<file path="src/rtl/dual_debounce_pkg.sv">
// dual_debounce_pkg
//   Shared definitions for the dual-channel switch debouncer: default
//   parameter values, the per-channel counter width and the per-channel
//   FSM state type.
//   No ports (package only).
package dual_debounce_pkg;

  localparam int SYNC_STAGES_DEF     = 2;
  localparam int DEBOUNCE_CYCLES_DEF = 4;
  localparam int CNT_W               = 8;

  // STABLE: output agrees with the synced input.
  // PENDING: synced input has differed from the output for a run of
  //          consecutive samples that is still being counted.
  typedef enum logic [0:0] {
    STABLE  = 1'b0,
    PENDING = 1'b1
  } state_e;

endpackage

</file>
<file path="src/rtl/dual_debounce_channel.sv">
// debounce_channel
//   One debounce lane: a SYNC_STAGES-deep synchroniser on the raw input
//   followed by a STABLE/PENDING FSM and an 8-bit run counter. The clean
//   output only inverts once the synced input has disagreed with it for
//   DEBOUNCE_CYCLES consecutive rising edges.
//   Optional feature macro: DUAL_DEBOUNCE_EDGE_EN adds a registered
//   one-cycle pulse on every output change.
//
//   Ports:
//     clk        - rising-edge clock
//     rst_n      - asynchronous active-low reset
//     raw        - asynchronous bouncy input
//     level      - clean registered level
//     edge_pulse - one-cycle pulse when level changes (DUAL_DEBOUNCE_EDGE_EN only)
module debounce_channel
  import dual_debounce_pkg::*;
#(
  parameter int SYNC_STAGES     = SYNC_STAGES_DEF,
  parameter int DEBOUNCE_CYCLES = DEBOUNCE_CYCLES_DEF
) (
  input  logic clk,
  input  logic rst_n,
  input  logic raw,
`ifdef DUAL_DEBOUNCE_EDGE_EN
  output logic edge_pulse,
`endif
  output logic level
);

  localparam logic [CNT_W-1:0] CNT_LAST = CNT_W'(DEBOUNCE_CYCLES - 1);

  logic [SYNC_STAGES-1:0] sync_q, sync_d;
  state_e                 state_q, state_d;
  logic [CNT_W-1:0]       cnt_q, cnt_d;
  logic                   level_q, level_d;
  logic                   toggle;
  logic                   s;

  // Oldest flop of the synchroniser chain is the only value the FSM sees.
  assign s = sync_q[SYNC_STAGES-1];

  always_comb begin
    sync_d = {sync_q[SYNC_STAGES-2:0], raw};
  end

  // A change is accepted only after DEBOUNCE_CYCLES consecutive disagreeing
  // samples; any agreeing sample in between is a bounce and restarts the run.
  always_comb begin
    state_d = state_q;
    cnt_d   = cnt_q;
    level_d = level_q;
    toggle  = 1'b0;
    case (state_q)
      STABLE: begin
        if (s != level_q) begin
          state_d = PENDING;
          cnt_d   = CNT_W'(1);
        end else begin
          cnt_d = '0;
        end
      end
      PENDING: begin
        if (s == level_q) begin
          state_d = STABLE;
          cnt_d   = '0;
        end else if (cnt_q == CNT_LAST) begin
          toggle  = 1'b1;
          level_d = ~level_q;
          state_d = STABLE;
          cnt_d   = '0;
        end else begin
          cnt_d = cnt_q + CNT_W'(1);
        end
      end
      default: begin
        state_d = STABLE;
        cnt_d   = '0;
      end
    endcase
  end

  always_ff @(posedge clk or negedge rst_n) begin
    if (!rst_n) begin
      sync_q  <= '0;
      state_q <= STABLE;
      cnt_q   <= '0;
      level_q <= 1'b0;
    end else begin
      sync_q  <= sync_d;
      state_q <= state_d;
      cnt_q   <= cnt_d;
      level_q <= level_d;
    end
  end

  assign level = level_q;

`ifdef DUAL_DEBOUNCE_EDGE_EN
  logic edge_q, edge_d;

  // Registered so the pulse appears on the same edge the level flips.
  always_comb begin
    edge_d = toggle;
  end

  always_ff @(posedge clk or negedge rst_n) begin
    if (!rst_n) begin
      edge_q <= 1'b0;
    end else begin
      edge_q <= edge_d;
    end
  end

  assign edge_pulse = edge_q;
`endif

endmodule

</file>
<file path="src/rtl/dual_debounce.sv">
// dual_debounce
//   Two independent debounce lanes (A and B) for bouncy asynchronous inputs
//   that feed a downstream AND stage. Both outputs come straight from flops.
//   Optional feature macro: DUAL_DEBOUNCE_EDGE_EN adds a_edge/b_edge pulses.
//
//   Ports:
//     clk    - rising-edge clock
//     rst_n  - asynchronous active-low reset
//     a_raw  - bouncy input, channel A
//     b_raw  - bouncy input, channel B
//     a      - clean level, channel A
//     b      - clean level, channel B
//     a_edge - one-cycle pulse on change of a (DUAL_DEBOUNCE_EDGE_EN only)
//     b_edge - one-cycle pulse on change of b (DUAL_DEBOUNCE_EDGE_EN only)
module dual_debounce
  import dual_debounce_pkg::*;
#(
  parameter int SYNC_STAGES     = SYNC_STAGES_DEF,
  parameter int DEBOUNCE_CYCLES = DEBOUNCE_CYCLES_DEF
) (
  input  logic clk,
  input  logic rst_n,
  input  logic a_raw,
  input  logic b_raw,
`ifdef DUAL_DEBOUNCE_EDGE_EN
  output logic a_edge,
  output logic b_edge,
`endif
  output logic a,
  output logic b
);

  // Refuse to build with parameters the counter or chain cannot honour.
  if ((SYNC_STAGES < 2) || (SYNC_STAGES > 4)) begin : g_bad_sync
    $error("dual_debounce: SYNC_STAGES must be in 2..4");
  end
  if ((DEBOUNCE_CYCLES < 2) || (DEBOUNCE_CYCLES > 255)) begin : g_bad_deb
    $error("dual_debounce: DEBOUNCE_CYCLES must be in 2..255");
  end

  debounce_channel #(
    .SYNC_STAGES     (SYNC_STAGES),
    .DEBOUNCE_CYCLES (DEBOUNCE_CYCLES)
  ) u_chan_a (
    .clk        (clk),
    .rst_n      (rst_n),
    .raw        (a_raw),
`ifdef DUAL_DEBOUNCE_EDGE_EN
    .edge_pulse (a_edge),
`endif
    .level      (a)
  );

  debounce_channel #(
    .SYNC_STAGES     (SYNC_STAGES),
    .DEBOUNCE_CYCLES (DEBOUNCE_CYCLES)
  ) u_chan_b (
    .clk        (clk),
    .rst_n      (rst_n),
    .raw        (b_raw),
`ifdef DUAL_DEBOUNCE_EDGE_EN
    .edge_pulse (b_edge),
`endif
    .level      (b)
  );

endmodule

</file>
<file path="config.mk">
export PLATFORM = sky130hd
export DESIGN_NAME = dual_debounce
export DESIGN_NICKNAME = d
export VERILOG_FILES = /design/src/rtl/dual_debounce_pkg.sv /design/src/rtl/dual_debounce_channel.sv /design/src/rtl/dual_debounce.sv
export SDC_FILE = /design/constraint.sdc
export NUM_CORES = 1
export LEC_CHECK = 0
export CAP_MARGIN = 10
export CORE_UTILIZATION = 61
export DETAILED_ROUTE_END_ITERATION = 12
export HOLD_SLACK_MARGIN = 0.12
export PLACE_DENSITY = 0.78
export SKIP_CTS_REPAIR_TIMING = 1
export SLEW_MARGIN = 20
export SYNTH_ARGS = -nofsm -noshare
export SYNTH_HDL_FRONTEND = slang
export SYNTH_SLANG_ARGS = --single-unit
</file>
<file path="constraint.sdc">
create_clock -name clk -period 3.74 [get_ports clk]
set_input_delay 0.561 -clock clk [delete_from_list [all_inputs] [get_ports clk]]
set_output_delay 0.561 -clock clk [all_outputs]
set_load 0.05 [all_outputs]
</file>
==> results of run 1 <==
==> cell families (layout without fill, tap and decap cells) <==
logic type | count (synthesis) | after routing | share of synthesized area (%)
simple gates | 35 | 35 | 19.08
flops | 24 | 24 | 55.17
compound gates | 18 | 18 | 9.655
xor+xnor | 10 | 10 | 8.046
fa+ha+maj | 4 | 4 | 4.598
buf+inv | 4 | 12 | 1.379
mux | 2 | 2 | 2.069
==> worst paths after layout <==
check,end
setup reg to reg,u_chan_b.level$_DFFE_PN0P_
hold / removal,u_chan_a.cnt_q[6]$_DFF_PN0_
hold reg to reg,u_chan_a.sync_q[1]$_DFF_PN0_
setup / recovery,b
max in group asynchronous,u_chan_b.sync_q[0]$_DFF_PN0_
min in group clk,u_chan_a.sync_q[1]$_DFF_PN0_
==> metrics by stage <==
stage | hold slack, ps | instance area, um2
after global placement | 337.3 | 1169
after floorplan | 265.4 | 1089
after global routing | 254.1 | 1186
after CTS | 372.9 | 1191
final | 213.6 | 1186
after detailed placement | 338.0 | 1169
==> state kept, by name, indices dropped and copies added (netlist names) <==
signal / count
u_chan_b.level: 1
u_chan_b.sync_q: 2
u_chan_a.sync_q: 2
u_chan_a.level: 1
u_chan_a.state_q: 1
u_chan_b.state_q: 1
u_chan_b.cnt_q: 8
u_chan_a.cnt_q: 8
==> cell usage after synthesis <==
master,instances
sky130_fd_sc_hd__dfrtp_1,24
sky130_fd_sc_hd__nor2_1,10
sky130_fd_sc_hd__a21oi_1,8
sky130_fd_sc_hd__or3_1,8
sky130_fd_sc_hd__nand2_1,6
sky130_fd_sc_hd__o21ai_0,6
sky130_fd_sc_hd__xor2_1,6
sky130_fd_sc_hd__nand3_1,5
sky130_fd_sc_hd__ha_1,4
sky130_fd_sc_hd__inv_1,4
sky130_fd_sc_hd__xnor2_1,4
sky130_fd_sc_hd__mux2_1,2
sky130_fd_sc_hd__nand4_1,2
sky130_fd_sc_hd__nor3_4,2
sky130_fd_sc_hd__o21bai_1,2
sky130_fd_sc_hd__or4b_4,2
sky130_fd_sc_hd__o211ai_1,1
sky130_fd_sc_hd__o211ai_2,1
==> power by group through the flow <==
stage / sequential (uW) / combinational (uW) / clock [uW]
after detailed placement: 362 / 228 / 0
after global routing: 365 / 249 / 114
after CTS: 357 / 229 / 111
after global placement: 356 / 221 / 0
final: 356 / 226 / 106
after floorplan: 388 / 136 / 0
==> area by class of cell <==
class | count | share of cell area (%)
clock buffers | 3 | 1.899
well taps | 24 | 2.532
multi-input cells | 69 | 39.87
flip-flops and latches | 24 | 50.63
repair buffers | 5 | 3.797
inverters | 4 | 1.266
==> per-layer routing <==
metal | track usage, % | vias up | routed length (um)
met5 | 0 | - | 0
met4 | 6.667 | 0 | 10
met2 | 34.41 | 14 | 815
met1 | 26.18 | 345 | 804
li1 | - | 353 | -
met3 | 2.449 | 2 | 47
==> impl_summary.txt, run 1 <==
----------------------------------------------------
[Outcome]
  Status ... complete, no violations

[Worst setup path]
  CP startpoint ... u_chan_b.level$_DFFE_PN0P_
  Req. time, crit path ... 3180 ps
  Crit-path max cell delay ... 830 ps
  Flop2flop setup slack ... 1940 ps
  CP Capture Type ... primary output
  Worst Reg2Reg Path Length in Cells ... 4
  Arrival time of the worst setup path ... 1560 ps
  WP buf/inv ... 1
  Critical path startpoint category ... flip-flop
  Number of cells on the critical path ... 1
  R2R Path Start ... u_chan_b.cnt_q[0]$_DFF_PN0_
  Worst-path maximum fanout ... 4
  Critical path start-end classification ... flip-flop to primary output
  CP Cell Sequence ... clkdlybuf4s50_1
  Top Family by Delay on Critical Path ... buffers and inverters
  Standard cell with the maximum stage delay on the critical path ... sky130_fd_sc_hd__clkdlybuf4s50_1

[Yosys]
  Total of warnings raised by yosys ... 0
  Main area contributors after synthesis ... sky130_fd_sc_hd__dfrtp_1 (55%), sky130_fd_sc_hd__xor2_1 (4.8%), sky130_fd_sc_hd__ha_1 (4.6%)
  Fraction of synthesized cell area taken by the top area cell type ... 55.17%
  Average footprint of a synthesized cell ... 11.22 um2
  FF+latch count, synth ... 24
  Number of cells produced by synthesis ... 97
  Syn nets ... 105
  Synthesized area ... approximately 1100 um2
  Sequential-to-total area share from yosys stat ... 55.17%
  Area leader, netlist ... sky130_fd_sc_hd__dfrtp_1
  Count of unique library cells instantiated by Yosys ... 18

[Layout]
  Fin util ... 74.41%
  Commonest cells after routing, fill and taps aside ... sky130_fd_sc_hd__dfrtp_1 (24), sky130_fd_sc_hd__nor2_1 (10), sky130_fd_sc_hd__or3_1 (8), sky130_fd_sc_hd__a21oi_1 (8)
  Area used by multi-input combinational logic ... between 400 and 500 um2
  Share of final-layout standard cells stronger than drive strength 1 ... 8.571%
  Final-stage net count ... 115
  Area added between synthesis and finish ... 8.966%
  Final cell count without fillers ... 129
  Antenna diode count ... 0
  Filler cell count ... 120
  Most frequent standard cell in the layout excluding fill and tap cells ... sky130_fd_sc_hd__dfrtp_1
  Sequential cell area ... approximately 600 um2

[Pwr]
  Internal power component ... roughly 440 uW
  Max VDD drop ... 0.0004692 V
  Final total power ... 688.3 uW
  Portion of total power attributed to the clock network ... 15.4%
  Switching part of the total ... 36.71%
  Fraction of power consumed by combinational cells ... 32.8%
  Proportion of power drawn by flip-flops and latches ... 51.8%
  Leakage Power ... slightly above 0.0005 uW
  PwrDens ... about 580 nW/um2
  Net switching component of the power ... 252.7 uW

[GRT]
  Global-route wire length before repair ... 2829 um
  Pin count of the biggest net entering global routing ... 25
  Via count of the first global-routing pass ... 684
  Final global-route overflow total ... 0
  Total track usage ... 19.93%
  Number of antenna violations at the first check in global routing ... 0

[Drt]
  Routed Antenna Nets ... 0
  Number of vias in the routed layout ... 714
  Via/cell ratio ... 5.535
  Detailed-route wire length per cell ... 13.01 um
  Number of remaining DRC errors ... 0
  Number of iterations in the first detailed-routing pass ... 4
  Detailed-route wire length ... 1678 um
  Number of DRC violations after detailed-routing iteration 0 ... 9

[STA]
  Max Fclk ... 471.9 MHz
  Accumulated negative setup slack ... 0 ps
  Fin worst setup slack ... 1621 ps
  Max transition margin ... roughly 66%
  Final period demand of the worst path ... 2119 ps
  Clock skew after layout ... 0.7853 ps
  Max Slew Vio Count ... 0
  Fin. Hold Viols ... 0
  Unrepaired setup endpoints after global routing ... false
  Final clock period utilization by the worst path ... 56.66%
  Total of endpoints with negative setup slack in the final report ... 0
  Measured slew at the worst slew-check pin ... 514.1 ps

[Placed design]
  Placed wire-length estimate ... 1277 um
  Port bufs ... 5
  Instance count after placement with tap cells included ... around 130
  Routability cong. ... 0.7942
  Worst slack, placed ... around 1900 ps

[Clock tree]
  TritonCTS clock tree ... done
  Max Root-Sink Buffers ... 2
  Clock input transition at the sequential cells of the worst setup and hold paths ... 120 ps
  Later-pin clock latency in the skew report ... around 290 ps
  CTS sink cnt ... 24
  H-tree depth ... 1
  Root cell of the clock tree ... sky130_fd_sc_hd__clkbuf_4
  Cts bufs inserted ... 3

[Die]
  Die width ... 44.25 um
  Top-level I/O count ... 6
  Overall die area ... 1958 um2
  Height of the die ... 44.25 um
  Number of cell rows ... 14
  Starting utilization of the core area ... 68.29%
  Core area ... 1594 um2

[Flow run]
  Max-cap violations ... 0

[Min path]
  Hold Crit Class ... input port to asynchronous set/reset pin

----------------------------------------------------
(Power assumes the default switching activity.)
==> run 2: changes to the inputs <==
CORE_UTILIZATION = 56   (was 61)
PLACE_DENSITY = 0.72   (was 0.78)
clock period = 2 ns   (was 3.74 ns; I/O delays follow)
==> run 2 against run 1 <==
Routed wire length increased by 4.4%; highest routed layer is now met3; via count increased by 2.1%; critical path type unchanged; sequential power increased by 87%; core utilization decreased by 7.1 points; largest cell class unchanged; flip-flop and latch count unchanged; final area increased by 1.2%; worst setup slack got worse by 1500 ps; die area increased by 8.5%; worst hold slack improved by 130 ps; global-route usage increased by 0.79 points; register-to-register slack got worse by 1700 ps; largest power group unchanged.
==> impl_summary.txt, run 2 (synthesized netlist as in run 1, its figures left out) <==
----------------------------------------------------
[Die]
  Die width ... 46.09 um (+4.2%)
  Core area ... 1783 um2 (+12%)
  Height of the die ... 46.09 um (+4.2%)
  Top-level I/O count ... 6 (unchanged)
  Overall die area ... 2124 um2 (+8.5%)
  Number of cell rows ... 15 (+1)
  Starting utilization of the core area ... 61.05% (-7.2 points)

[Layout]
  Filler cell count ... 148 (+23%)
  Area added between synthesis and finish ... 10.23%
  Final-stage net count ... 116 (+0.87%)
  Registers with the most flip-flops ... u_chan_a.cnt_q: 8 flops, u_chan_b.cnt_q: 8 flops
  Antenna diode count ... 0 (unchanged)
  Share of final-layout standard cells stronger than drive strength 1 ... 8.491% (-0.081 points)
  Fin util ... 67.30% (-7.1 points)
  Final cell count without fillers ... 131 (+1.6%)
  Commonest cells after routing, fill and taps aside ... sky130_fd_sc_hd__dfrtp_1 (24), sky130_fd_sc_hd__nor2_1 (10), sky130_fd_sc_hd__or3_1 (8), sky130_fd_sc_hd__a21oi_1 (8)
  Most frequent standard cell in the layout excluding fill and tap cells ... sky130_fd_sc_hd__dfrtp_1

[Pwr]
  Proportion of power drawn by flip-flops and latches ... 51.2% (-0.6 points)
  Portion of total power attributed to the clock network ... 15.7% (+0.3 points)
  Final total power ... 1299 uW (+89%)
  PwrDens ... 1082 nW/um2 (+87%)
  Max VDD drop ... 0.0007982 V (+70%)
  Net switching component of the power ... 479.5 uW (+90%)
  Switching part of the total ... 36.93% (+0.22 points)
  Internal power component ... 819.1 uW (+88%)
  Fraction of power consumed by combinational cells ... 33.1% (+0.3 points)
  Leakage Power ... 0.0005170 uW (+0.93%)

[GRT]
  Pin count of the biggest net entering global routing ... 25 (unchanged)
  Number of antenna violations at the first check in global routing ... 0 (unchanged)
  Final global-route overflow total ... 0 (unchanged)
  Total track usage ... 20.72% (+0.79 points)
  Global-route wire length before repair ... 3036 um (+7.3%)
  Via count of the first global-routing pass ... 673 (-1.6%)

[Flow run]
  Max-cap violations ... 0 (unchanged)

[Drt]
  Detailed-route wire length ... 1752 um (+4.4%)
  Number of DRC violations after detailed-routing iteration 0 ... 20 (+11)
  Detailed-route wire length per cell ... 13.37 um (+2.8%)
  Number of vias in the routed layout ... 729 (+2.1%)
  Routed Antenna Nets ... 0 (unchanged)
  Number of iterations in the first detailed-routing pass ... 4 (unchanged)
  Number of remaining DRC errors ... 0 (unchanged)
  Via/cell ratio ... 5.565 (+0.54%)

[STA]
  Measured slew at the worst slew-check pin ... 494.4 ps (-19.70 ps)
  Worst hold slack across all endpoints ... 339.8 ps (+126.2 ps)
  Fin. Hold Viols ... 0 (unchanged)
  Max Fclk ... roughly 540 MHz
  Max transition margin ... 66.93% (+1.2 points)
  Total of endpoints with negative setup slack in the final report ... 0 (unchanged)
  Final clock period utilization by the worst path ... 93.14%
  Clock skew after layout ... 2.979 ps (+2.194 ps)
  Accumulated negative setup slack ... 0 ps (unchanged)
  Unrepaired setup endpoints after global routing ... false
  Final period demand of the worst path ... 1863 ps
  Max Slew Vio Count ... 0 (unchanged)

[Clock tree]
  CTS sink cnt ... 24 (unchanged)
  Root cell of the clock tree ... sky130_fd_sc_hd__clkbuf_4
  Clock input transition at the sequential cells of the worst setup and hold paths ... 120 ps (about the same)
  Max Root-Sink Buffers ... 2 (unchanged)
  Cts bufs inserted ... 3 (unchanged)
  H-tree depth ... 1 (unchanged)
  TritonCTS clock tree ... done
  Later-pin clock latency in the skew report ... 300 ps (about the same)

[Placed design]
  Port bufs ... 5 (unchanged)
  Routability cong. ... 0.7879 (-0.79%)
  Instance count after placement with tap cells included ... 128 (+1.6%)
  Placed wire-length estimate ... 1315 um (+3.0%)

[Worst setup path]
  CP Cell Sequence ... clkdlybuf4s50_1
  Req. time, crit path ... 1700 ps (-1480 ps)
  Worst-path maximum fanout ... 4 (unchanged)
  Arrival time of the worst setup path ... 1560 ps (about the same)
  Standard cell with the maximum stage delay on the critical path ... sky130_fd_sc_hd__clkdlybuf4s50_1
  WP buf/inv ... 1 (unchanged)
  Crit-path max cell delay ... 830 ps (about the same)
  CP Capture Type ... primary output
  Critical path start-end classification ... flip-flop to primary output
  Top Family by Delay on Critical Path ... buffers and inverters
  Critical path startpoint category ... flip-flop

[Min path]
  Hold Crit Class ... input port to asynchronous set/reset pin

[Outcome]
  Status ... complete, no violations

----------------------------------------------------
[run 2: cell types whose count changed in the layout (fill, tap and decap cells not counted)]
cell / before / now
sky130_fd_sc_hd__buf_2: 1 / 0
sky130_fd_sc_hd__clkdlybuf4s50_1: 4 / 5
sky130_fd_sc_hd__buf_4: 0 / 1
[run 2: final cells by class]
| cell class | instances | area [um2] | share of cell area [%] |
|---|---|---|---|
| clock buffer | 3 | 22.52 | 1.877 |
| inverter | 4 | 15.01 | 1.251 |
| multi-input combinational | 69 | 473.0 | 39.42 |
| sequential | 24 | 600.6 | 50.05 |
| tap | 25 | 31.28 | 2.607 |
| timing repair buffer | 6 | 57.56 | 4.797 |
[run 2: path summary, 6_finish.rpt]
kind / startpoint / to / slack, ps / cells past startpoint
setup / recovery: u_chan_a.level$_DFFE_PN0P_ / a / 140 / 1
hold / removal: rst_n / u_chan_a.cnt_q[2]$_DFF_PN0_ / 340 / 2
setup reg to reg: u_chan_a.cnt_q[0]$_DFF_PN0_ / u_chan_a.level$_DFFE_PN0P_ / 230 / 4
hold reg to reg: u_chan_b.sync_q[0]$_DFF_PN0_ / u_chan_b.sync_q[1]$_DFF_PN0_ / 370 / 0
max in group asynchronous: rst_n / u_chan_a.cnt_q[0]$_DFF_PN0_ / 1430 / 2
min in group clk: u_chan_b.sync_q[0]$_DFF_PN0_ / u_chan_b.sync_q[1]$_DFF_PN0_ / 370 / 0
[run 2: routing by layer]
layer | wire length, um | up-vias | global-route usage (%)
met5 | 0 | - | 0
met4 | 0 | 0 | 5.294
met3 | 57 | 0 | 4.706
met2 | 810 | 12 | 31.55
met1 | 884 | 359 | 29.97
li1 | - | 358 | -
[run 2: metrics by stage]
stage               area, um2  worst slack (ps)
floorplan                1089             339.4
global placement         1177             306.9
detailed placement       1177             234.6
CTS                      1200             126.4
global route             1200             66.10
finish                   1200             137.1
[run 2: power groups by stage]
stage / sequential [uW] / combinational, uW / clock [uW]
CTS: 665 / 440 / 211
finish: 665 / 430 / 204
global route: 680 / 479 / 232
global placement: 667 / 422 / 0
detailed placement: 675 / 439 / 0
floorplan: 725 / 255 / 0
